===== src/rtl/sipo_pkg.sv =====
// Shared types and sizing helpers for the serial-in, parallel-out receiver.
package sipo_pkg;

  typedef enum logic {
    IDLE  = 1'b0,
    SHIFT = 1'b1
  } state_t;

  localparam int DEFAULT_WIDTH = 4;

  // Counter must be able to represent WIDTH itself, hence clog2 of WIDTH+1.
  function automatic int count_width(input int width);
    return $clog2(width + 1);
  endfunction

endpackage


===== src/rtl/sipo_shift_core.sv =====
// Shifter, bit counter and word-framing FSM; emits a completion strobe plus the assembled word.
//   state | meaning
//   IDLE  | bit_count = 0, no partial word held
//   SHIFT | 0 < bit_count < WIDTH, partial word in the shifter
module sipo_shift_core
  import sipo_pkg::*;
#(
  parameter int WIDTH     = DEFAULT_WIDTH,
  parameter bit MSB_FIRST = 1'b0,
  parameter int CW        = count_width(WIDTH)
) (
  input  logic             clk,
  input  logic             rst,
  input  logic             flush,
  input  logic             serial_in,
  input  logic             in_valid,
  output logic [CW-1:0]    bit_count,
  output logic             complete,
  output logic [WIDTH-1:0] word
);

  localparam logic [CW-1:0] LAST_BIT = CW'(WIDTH - 1);

  state_t           state, state_next;
  logic [WIDTH-1:0] shifter, shifter_next, shifted;
  logic [CW-1:0]    count_next;

  assign shifted = MSB_FIRST ? {shifter[WIDTH-2:0], serial_in}
                             : {serial_in, shifter[WIDTH-1:1]};

  // Completion word includes the bit being sampled on this edge.
  assign word = shifted;

  always_comb begin
    state_next   = state;
    count_next   = bit_count;
    shifter_next = shifter;
    complete     = 1'b0;
    if (in_valid) begin
      shifter_next = shifted;
      if (bit_count == LAST_BIT) begin
        count_next = '0;
        state_next = IDLE;
        complete   = 1'b1;
      end else begin
        count_next = bit_count + CW'(1);
        state_next = SHIFT;
      end
    end
  end

  always_ff @(posedge clk or posedge rst) begin
    if (rst) begin
      state     <= IDLE;
      bit_count <= '0;
      shifter   <= '0;
    end else if (flush) begin
      state     <= IDLE;
      bit_count <= '0;
      shifter   <= '0;
    end else begin
      state     <= state_next;
      bit_count <= count_next;
      shifter   <= shifter_next;
    end
  end

endmodule


===== src/rtl/sipo_deserializer.sv =====
// Serial-in, parallel-out receiver: shift core plus holding register, valid/ready output and sticky overrun.
module sipo_deserializer
  import sipo_pkg::*;
#(
  parameter int WIDTH     = DEFAULT_WIDTH,
  parameter bit MSB_FIRST = 1'b0
) (
  input  logic                         clk,
  input  logic                         rst,
  input  logic                         flush,
  input  logic                         serial_in,
  input  logic                         in_valid,
  input  logic                         out_ready,
  output logic [WIDTH-1:0]             parallel_out,
  output logic                         out_valid,
  output logic                         busy,
  output logic [count_width(WIDTH)-1:0] bit_count,
  output logic                         overrun
);

  localparam int CW = count_width(WIDTH);

  logic             complete;
  logic [WIDTH-1:0] word;

  sipo_shift_core #(
    .WIDTH    (WIDTH),
    .MSB_FIRST(MSB_FIRST),
    .CW       (CW)
  ) u_core (
    .clk      (clk),
    .rst      (rst),
    .flush    (flush),
    .serial_in(serial_in),
    .in_valid (in_valid),
    .bit_count(bit_count),
    .complete (complete),
    .word     (word)
  );

  assign busy = (bit_count != '0);

  // A word completing in the same edge the held word is consumed is not an overrun.
  always_ff @(posedge clk or posedge rst) begin
    if (rst) begin
      parallel_out <= '0;
      out_valid    <= 1'b0;
      overrun      <= 1'b0;
    end else if (flush) begin
      parallel_out <= '0;
      out_valid    <= 1'b0;
      overrun      <= 1'b0;
    end else if (complete) begin
      if (!out_valid || out_ready) begin
        parallel_out <= word;
        out_valid    <= 1'b1;
      end else begin
        overrun <= 1'b1;
      end
    end else if (out_valid && out_ready) begin
      out_valid <= 1'b0;
    end
  end

endmodule


===== config.mk =====
export PLATFORM = sky130hd
export DESIGN_NAME = sipo_deserializer
export DESIGN_NICKNAME = d
export VERILOG_FILES = /design/src/rtl/sipo_pkg.sv /design/src/rtl/sipo_shift_core.sv /design/src/rtl/sipo_deserializer.sv
export SDC_FILE = /design/constraint.sdc
export NUM_CORES = 1
export LEC_CHECK = 0
export CAP_MARGIN = 25
export CORE_AREA = 4 4 41 43
export DETAILED_ROUTE_END_ITERATION = 16
export DIE_AREA = 0 0 45 47
export DONT_BUFFER_PORTS = 1
export PLACE_DENSITY = 0.64
export SYNTH_ARGS = -nofsm -noshare
export SYNTH_HDL_FRONTEND = slang
export SYNTH_HIERARCHICAL = 1
export SYNTH_SLANG_ARGS = --single-unit

===== constraint.sdc =====
create_clock -name clk -period 2.1 [get_ports clk]
set_input_delay 0.42 -clock clk [delete_from_list [all_inputs] [get_ports clk]]
set_output_delay 0.42 -clock clk [all_outputs]
set_load 0.1 [all_outputs]

==> impl_metrics.ini <==
[power]
sw_frac_of_total = 0.279
ir_drop_mv = 0.365
intPower_mw = 0.370
p_leak_nw = 0.353
clkPwrFrac = 0.366
power_frac_comb = 0.165
seq_power_share = 0.469
total_power_mw = 0.513
p_switching_mw = 0.143
power_density_nw_per_um2 = 706

[cells_and_area]
layout-drive-gt1-share = 0.308
syn2layout_area_growth_pct = 19.8
finalNetCount = 73
post-route-util = 0.558
n_antenna_cell = 0
layout_common_cells = dfrtp_1, nand2b_1, buf_4, mux2i_1, nor2_1
fin_cells = 80
fin_area_um2 = 726
mostFrequentLayoutCell = dfrtp_1

[critical_path]
path_class = reg -> out
path_max_fanout = 4
r2r-start = u_core/bit_count[2]
reg2reg_depth = 5
critPathCaptureType = primary output
arrival_ns = 1.41
worstPathRequired_ns = 1.68
ff2ff_setup_slack_ns = 0.63
start_kind = flip-flop
r2r-end = parallel_out[3]

[route]
drc = 0
drt-pass1-iter-count = 2
vias_per_cell = 4.91
drt_iter0_markers = 3
drtAntennaViolNets = 0
wl_um = 1020
vias = 393
wl_per_cell_um = 12.7

[status]
status = finished, final reports clean

[yosys]
synth_nets = 61
synth_top_area_frac = 0.496
syn_inst = 54
ys_types = 18
yosys.area.top_type = dfrtp_1
syn_avg_cell_area_um2 = 11.2
synth-seq-cells = 12
syn_area_um2 = 606
ys_seq_area_frac = 0.496
synth_warnings = 6
synth_area_leaders = dfrtp_1, mux2i_1, nand2b_1

[floorplanning]
fp-row-count = 13
core_um2 = 1300
initial_core_util = 0.465
dieHeight_um = 47
die_x_um = 45
boundaryPins = 16
die_area_um2 = 2120

[place]
dp.cells = 75
place_congestion = 0.669
dp_slack_ns = 0.563
placed_cell_area_um2 = 679
dp_hpwl_um = 734
port_buffers = 0

[sta]
period_needed_ns = 1.83
skew_ns = 0.00439
worst_slew_margin_rel = 0.794
clock.fmax_mhz = 545
hold_viol_final = 0
final_max_slew_viol_count = 0
worstMarginPinSlew_ns = 0.309
rsz0062_at_grt = no
finalCritPeriodShare = 0.873
fin_tns_setup_ns = 0
fin_hold_ws_ns = 0.192
finalSetupViolations = 0
layout_setup_ws_ns = 0.266

[cts]
post_cts_buffers = 0
clockBufferDepth = 2
cts_tree = built
clock_sinks = 12
clk_latency_ns = 0.28
clk_pin_slew_worst_paths_ns = 0.08
cts-root-buf = clkbuf_4
cts_buffers = 3
htree_levels = 1
ctsResizeCount = 0

[grt]
grt_pass1_wl_um = 1610
grtUsageTotal = 0.110
antenna_found_initial = 0
gr-total-overflow = 0
first_global_vias = 353
grt_max_degree = 17

[job]
cap_violations = 0

[worst_hold_path]
hold_start = flush
whs_path_depth = 1
min_to = u_core/bit_count[0]
hold_class = in -> reg
-- cell families (layout without fill, tap and decap cells) --
kind of cell,after synthesis,count (layout),synth area share
AND/OR/NAND/NOR,23,23,0.256
flip-flops,12,12,0.496
multiplexers,7,7,0.116
buffers and inverters,7,18,0.0744
AO/OA/AOI/OAI,4,4,0.0372
adder cells (fa/ha/maj),1,1,0.0207
-- timing repair --
item | CTS | global route
hold buffers | 1 | 0
hold endpoints to repair | 12 | 0
setup endpoints to repair | 0 | 0
-- registers in the layout (all words and copies together) (netlist names) --
name and flops:
u_core/shifter 3, out_valid 1, u_core/bit_count 3, overrun 1, parallel_out 4
-- Yosys cell counts --
cell and count:
buf_4 1, and3_2 1, nor2b_4 1, nor2b_2 1, clkbuf_1 1, or3_1 1
nand2b_1 9, inv_1 3, ha_1 1, nor2_1 6, a21oi_1 3, nand3b_1 1
nand2b_4 2, nand3_1 1, a211oi_1 1, mux2i_1 7, dfrtp_1 12, buf_6 2
-- power groups by stage --
stage	Combinational, mW	Sequential (mW)	Clock, mW
after floorplan	0.0474	0.268	0
after global placement	0.0831	0.245	0
after detailed placement	0.0837	0.245	0
after CTS	0.0852	0.241	0.196
after global routing	0.0885	0.242	0.206
final	0.0844	0.241	0.188
-- layer usage --
metal	up-vias	wire length, um	GRT usage
li1	198	-	-
met1	181	480	0.140
met2	12	419	0.147
met3	2	86	0.0421
met4	0	28	0.0877
met5	-	0	0
-- worst max-delay path by stage --
stage / from / end / slack [ns] / cells past startpoint
2_1_floorplan: u_core/bit_count[0] / busy / 0.03 / 1
3_3_place_gp: u_core/bit_count[1] / busy / 0.57 / 2
3_5_place_dp: u_core/bit_count[1] / busy / 0.56 / 2
4_1_cts: u_core/bit_count[1] / busy / 0.25 / 2
5_1_grt: u_core/bit_count[1] / busy / 0.22 / 2
6_report: u_core/bit_count[1] / busy / 0.27 / 2
-- final cells by class --
class / instances / area, um^2
fillers: 120 / 576
flip-flops and latches: 12 / 300
multi-input cells: 35 / 262
repair buffers: 11 / 97.6
clock buffers: 4 / 36.3
well taps: 15 / 18.8
inverters: 3 / 11.3
-- critical path, cell delays in order, from the launching register on --
cell and delay (ns):
dfrtp_1 0.43, or3_2 0.52, buf_12 0.18
Note: power is estimated with default switching activity, not from simulation.
==> RTL edit 1: new RTL, same settings <==
Set the package constant `DEFAULT_WIDTH` to 3 (it was 4).
--- a/src/rtl/sipo_pkg.sv
+++ b/src/rtl/sipo_pkg.sv
@@ -8,3 +8,3 @@
 
-  localparam int DEFAULT_WIDTH = 4;
+  localparam int DEFAULT_WIDTH = 3;
 
Interface: changed (resized bit_count and parallel_out); port bits go from 16 to 14. The function was not compared with the original's and may differ.
==> RTL edit 1 against the unedited design <==
  * Core utilization is 13 points lower
  * Die area unchanged
  * Synthesized cell count down 26%
  * First-iteration DRC count is 33% higher
  * Area after synthesis is 28% lower
  * Setup slack better by 0.28 ns
  * Total power fell by 24%
  * Maximum frequency grew 18%
  * Combinational power is 9.2% lower
  * Design area down 24%
  * Sequential cell count decreased by 3
  * Wire length decreased by 24%
  * Clock skew is 0.0033 ns lower
  * Highest routed layer is now met3
==> RTL edit 1: results (changes against the unedited design) <==
The final RePlAce weighted congestion is 0.683 (+2.0%). The run gives 517 µm² (-24%) as the post-placement cell area. The average detailed-routed wire length per instance is 11.7 µm (-7.9%). The tools report the met2 wire length as 339 µm (-19%).

On the critical path, the stage with the largest delay is an instance of dfrtp_1. The clock insertion delay at the later pin of the skew report came out at 0.25 ns (-0.03 ns). For the critical path data arrival time, the log shows 1.14 ns (-0.27 ns). Worst hold margin: 0.220 ns (+0.0280 ns). The tools report the met1 wire length as 358 µm (-25%).

The mux contribution to synthesized area came out at 0.114 (-0.00142). The largest clock skew in the final design is 0.00105 ns (-0.00333 ns), and the number of nets produced by synthesis is 46 (-25%). The power consumption is 0.390 mW (-24%), and the register-to-register path setup slack is 0.70 ns (+0.07 ns). The sequential share of power is 0.463 (-0.006), and the post-synthesis adder-cell area fraction is 0 (-0.0207). The highest routing layer actually used is met3. The total clock network power is 0.133 mW (-29%).

For the maximum number of pins on one net before global-route repair, the log shows 13 (-4). The largest registers in the layout are parallel_out: 3 flops, u_core/bit_count: 2 flops, u_core/shifter: 2 flops. Maximum achievable frequency: 643 MHz (+18%).

The logs give 1.27 mm (-21%) for the first-pass GRT wire length and 310 (-12%) for the via count of the first global-routing pass. Counting instances in the post-synthesis netlist gives the leading cell types as 9 x dfrtp_1, 8 x nand2b_1, 5 x mux2i_1, 5 x nor2_1, 3 x a21oi_1. The flow ran to the end, and the final reports show no timing, DRC or antenna violations.

The met1 demand-to-capacity share in global routing was 0.0941 (-0.0464). For the global routing usage on met2, the log shows 0.136 (-0.0113). Worst-path maximum fanout: 2 (-2).

The clock slew seen by the registers of the worst setup and hold paths was 0.06 ns (-0.02 ns). Yosys attributes the largest share of cell area to dfrtp_1 51%, mux2i_1 11%, nand2b_1 11%, nor2b_4 6.3%, nor2_1 4.3%. The peak per-stage delay on the critical path was 0.38 ns (-0.14 ns); the sequential area share after synthesis was 0.514 (+0.0184). The average cell area after synthesis is 10.9 µm² (-2.4%), and the fraction of met3 tracks used by global routing is 0.0345 (-0.00766). The count of cell types in the netlist was 13 (-5).
-- RTL edit 1: worst reg2reg max path: cells and delay by family, from the launching register on --
family                 cells  cell delay [ns]
buffers and inverters      1             0.31
flip-flops                 1             0.35
AND/OR/NAND/NOR            2             0.46
multiplexers               1             0.20
-- RTL edit 1: final timing paths --
kind,start,endpoint,cells after the start
worst max-delay path,u_core/bit_count[1],busy,2
worst min-delay path,flush,u_core/bit_count[0],1
worst max register to register,u_core/bit_count[1],parallel_out[1],4
worst min register to register,u_core/shifter[1],u_core/shifter[1],2
max in group asynchronous,rst,parallel_out[0],2
min in group asynchronous,rst,u_core/bit_count[0],2
-- RTL edit 1: layout make-up --
cell class	count	area, µm²
Tap cell	15	18.8
Multi-Input combinational cell	27	193
Fill cell	136	748
Clock buffer	4	26.3
Timing Repair Buffer	9	82.6
Inverter	2	7.51
Sequential cell	9	225
==> RTL edit 2: new RTL, same settings <==
Made on the original files. Put a register stage on the output `bit_count`, cleared by the reset. The value now appears one clock later. The other outputs are not delayed to match.
--- a/src/rtl/sipo_deserializer.sv
+++ b/src/rtl/sipo_deserializer.sv
@@ -22,2 +22,4 @@
 
+  logic [count_width(WIDTH)-1:0] bit_count_d;
+
   logic             complete;
@@ -35,3 +37,3 @@
     .in_valid (in_valid),
-    .bit_count(bit_count),
+    .bit_count(bit_count_d),
     .complete (complete),
@@ -40,3 +42,3 @@
 
-  assign busy = (bit_count != '0);
+  assign busy = (bit_count_d != '0);
 
@@ -64,2 +66,10 @@
 
+  always_ff @(posedge clk or posedge rst) begin
+    if (rst) begin
+      bit_count <= '0;
+    end else begin
+      bit_count <= bit_count_d;
+    end
+  end
+
 endmodule
Formal check against the unedited RTL: not equivalent (a bounded check fails within 4 cycles, from zero or initial values and one cycle with rst high).
==> RTL edit 2 against the unedited design <==
  * Critical path type unchanged
  * Maximum frequency grew 3.2%
  * Largest power group unchanged
  * Critical path depth unchanged
  * First-iteration DRC count stayed put
  * Design area up 7.1%
  * Cell count rose by 3.8%
  * Total power up 4.7%
  * Sequential power rose by 26%
  * Sequential cell count rose by 3
  * Largest cell class unchanged
  * Setup slack improved by 0.056 ns
  * Area after synthesis rose by 12%
  * Wire length is 20% higher
  * Sequential share of layout area increased by 6.9 points
==> RTL edit 2: results (changes against the unedited design) <==
For the worst-case vdd ir drop, the log shows 0.381 mV (+4.3%). The number of flip-flops under the largest register name works out to 4 (unchanged). The first-pass GRT wire length is 2.10 mm (+31%). The peak per-stage delay on the critical path is 0.44 ns (-0.08 ns).

Maximum number of pins on one net before global-route repair: 17 (unchanged). The total number of vias is 432 (+9.9%). The count of fill cells added during filler insertion is 113 (-5.8%).

The number of nets produced by synthesis is 64 (+4.9%). The clock slew seen by the registers of the worst setup and hold paths came out at 0.09 ns. The tools report the worst hold margin as 0.191 ns (-0.000835 ns).

The logs give 0.58 ns (-0.05 ns) for the register-to-register path setup slack and 0.141 (+0.0315) for the all-layer global routing usage. The total of warnings raised by yosys came out at 6 (unchanged). The number of levels in the clock H-tree came out at 1 (unchanged). The logs give 3 (unchanged) for the violation count after the first detailed-routing iteration and 0 (unchanged) for the antenna cell count.

The clock tree root driver cell is clkbuf_4. The number of buffers added on ports was 0 (unchanged); the worst-path maximum fanout was 4 (unchanged). The leakage power total was 0.385 nW (+8.8%).

The via count of the first global-routing pass is 515 (+46%). The tools report the half-perimeter wire length after placement as 959 µm (+31%). For the setup slack after placement, the log shows 0.624 ns (+0.0610 ns). The tools report the count of hold-fix buffers inserted at cts as 1 (unchanged). For the initial antenna violation count, the log shows 0 (unchanged). By count the netlist is led by 15 x dfrtp_1, 9 x nand2b_1, 7 x mux2i_1. Counting flops per register, the top entry is parallel_out.

The logs give 0.392 mW (+6.0%) for the total internal power and 0.748 (+12%) for the final RePlAce weighted congestion. The share of flip-flops with an asynchronous set or reset after synthesis works out to 1.00 (unchanged). Layout cell share with drive strength beyond 1: 0.265 (-0.0430). The transition time at the pin with the least slew margin was 0.319 ns (+0.00922 ns). The flow ran to the end, and the final reports show no timing, DRC or antenna violations. The tools report the number of optimization iterations in the first detailed-route pass as 2 (unchanged). The sequential area share after synthesis was 0.551 (+0.0556); the post-placement cell area was 741 µm² (+9.0%). By area the synthesized netlist is led by dfrtp_1 55%, mux2i_1 10%, nand2b_1 8.3%, nand2b_4 4.0%, buf_6 3.3%.

The largest individual stage delay along the critical path comes from the cell dfrtp_1. The critical path data arrival time was 1.36 ns (-0.05 ns); the number of nets at the end of the flow was 76 (+4.1%). The clock insertion delay at the later pin of the skew report came out at 0.28 ns (about the same). Final wirelength: 1.21 mm (+20%). The largest clock skew in the final design is 0.00779 ns (+0.00341 ns).
RTL edit 2: path summary, 6_finish.rpt:
path | to | cells after the start | from
min in group asynchronous | u_core/bit_count[1] | 2 | rst
max reg2reg | parallel_out[1] | 4 | u_core/bit_count[0]
max in group asynchronous | parallel_out[3] | 2 | rst
min reg2reg | bit_count[2] | 0 | u_core/bit_count[2]
min | u_core/bit_count[1] | 1 | flush
max | busy | 2 | u_core/bit_count[1]
RTL edit 2: critical path: cells and delay by family, from the launching register on:
kind	cells	cell delay [ns]
buffers and inverters	1	0.24
flip-flops	1	0.44
AND/OR/NAND/NOR	1	0.40
RTL edit 2: power groups by stage:
stage / Clock [mW] / Sequential [mW] / Combinational, mW
final: 0.156 / 0.303 / 0.0773
after global routing: 0.171 / 0.304 / 0.0824
after CTS: 0.161 / 0.303 / 0.0781
after detailed placement: 0 / 0.309 / 0.0763
after global placement: 0 / 0.308 / 0.0743
after floorplan: 0 / 0.330 / 0.0476
RTL edit 2: stage by stage:
step	total power, mW	std cells
floorplan	0.378	57
global placement	0.382	78
detailed placement	0.385	78
CTS	0.542	83
global route	0.557	83
finish	0.537	83
RTL edit 2: area by class of cell:
type | count | area [µm²] | share of cell area
Timing Repair Buffer | 11 | 85.1 | 0.110
Clock buffer | 4 | 26.3 | 0.0338
Sequential cell | 15 | 375 | 0.483
Tap cell | 15 | 18.8 | 0.0242
Multi-Input combinational cell | 35 | 260 | 0.335
Inverter | 3 | 11.3 | 0.0145
RTL edit 2: cells by family (layout without fill, tap and decap cells):
group           count (synthesis)  in the layout  synth area share
flops                          15             15             0.551
buf+inv                         7             18            0.0662
fa+ha+maj                       1              1            0.0184
compound gates                  4              4            0.0331
mux                             7              7             0.103
simple gates                   23             23             0.228
RTL edit 2: layer usage:
layer,share of wire,track usage
met1,0.36,0.129
met2,0.55,0.266
met3,0.069,0.0421
met4,0.021,0.0994
met5,0,0
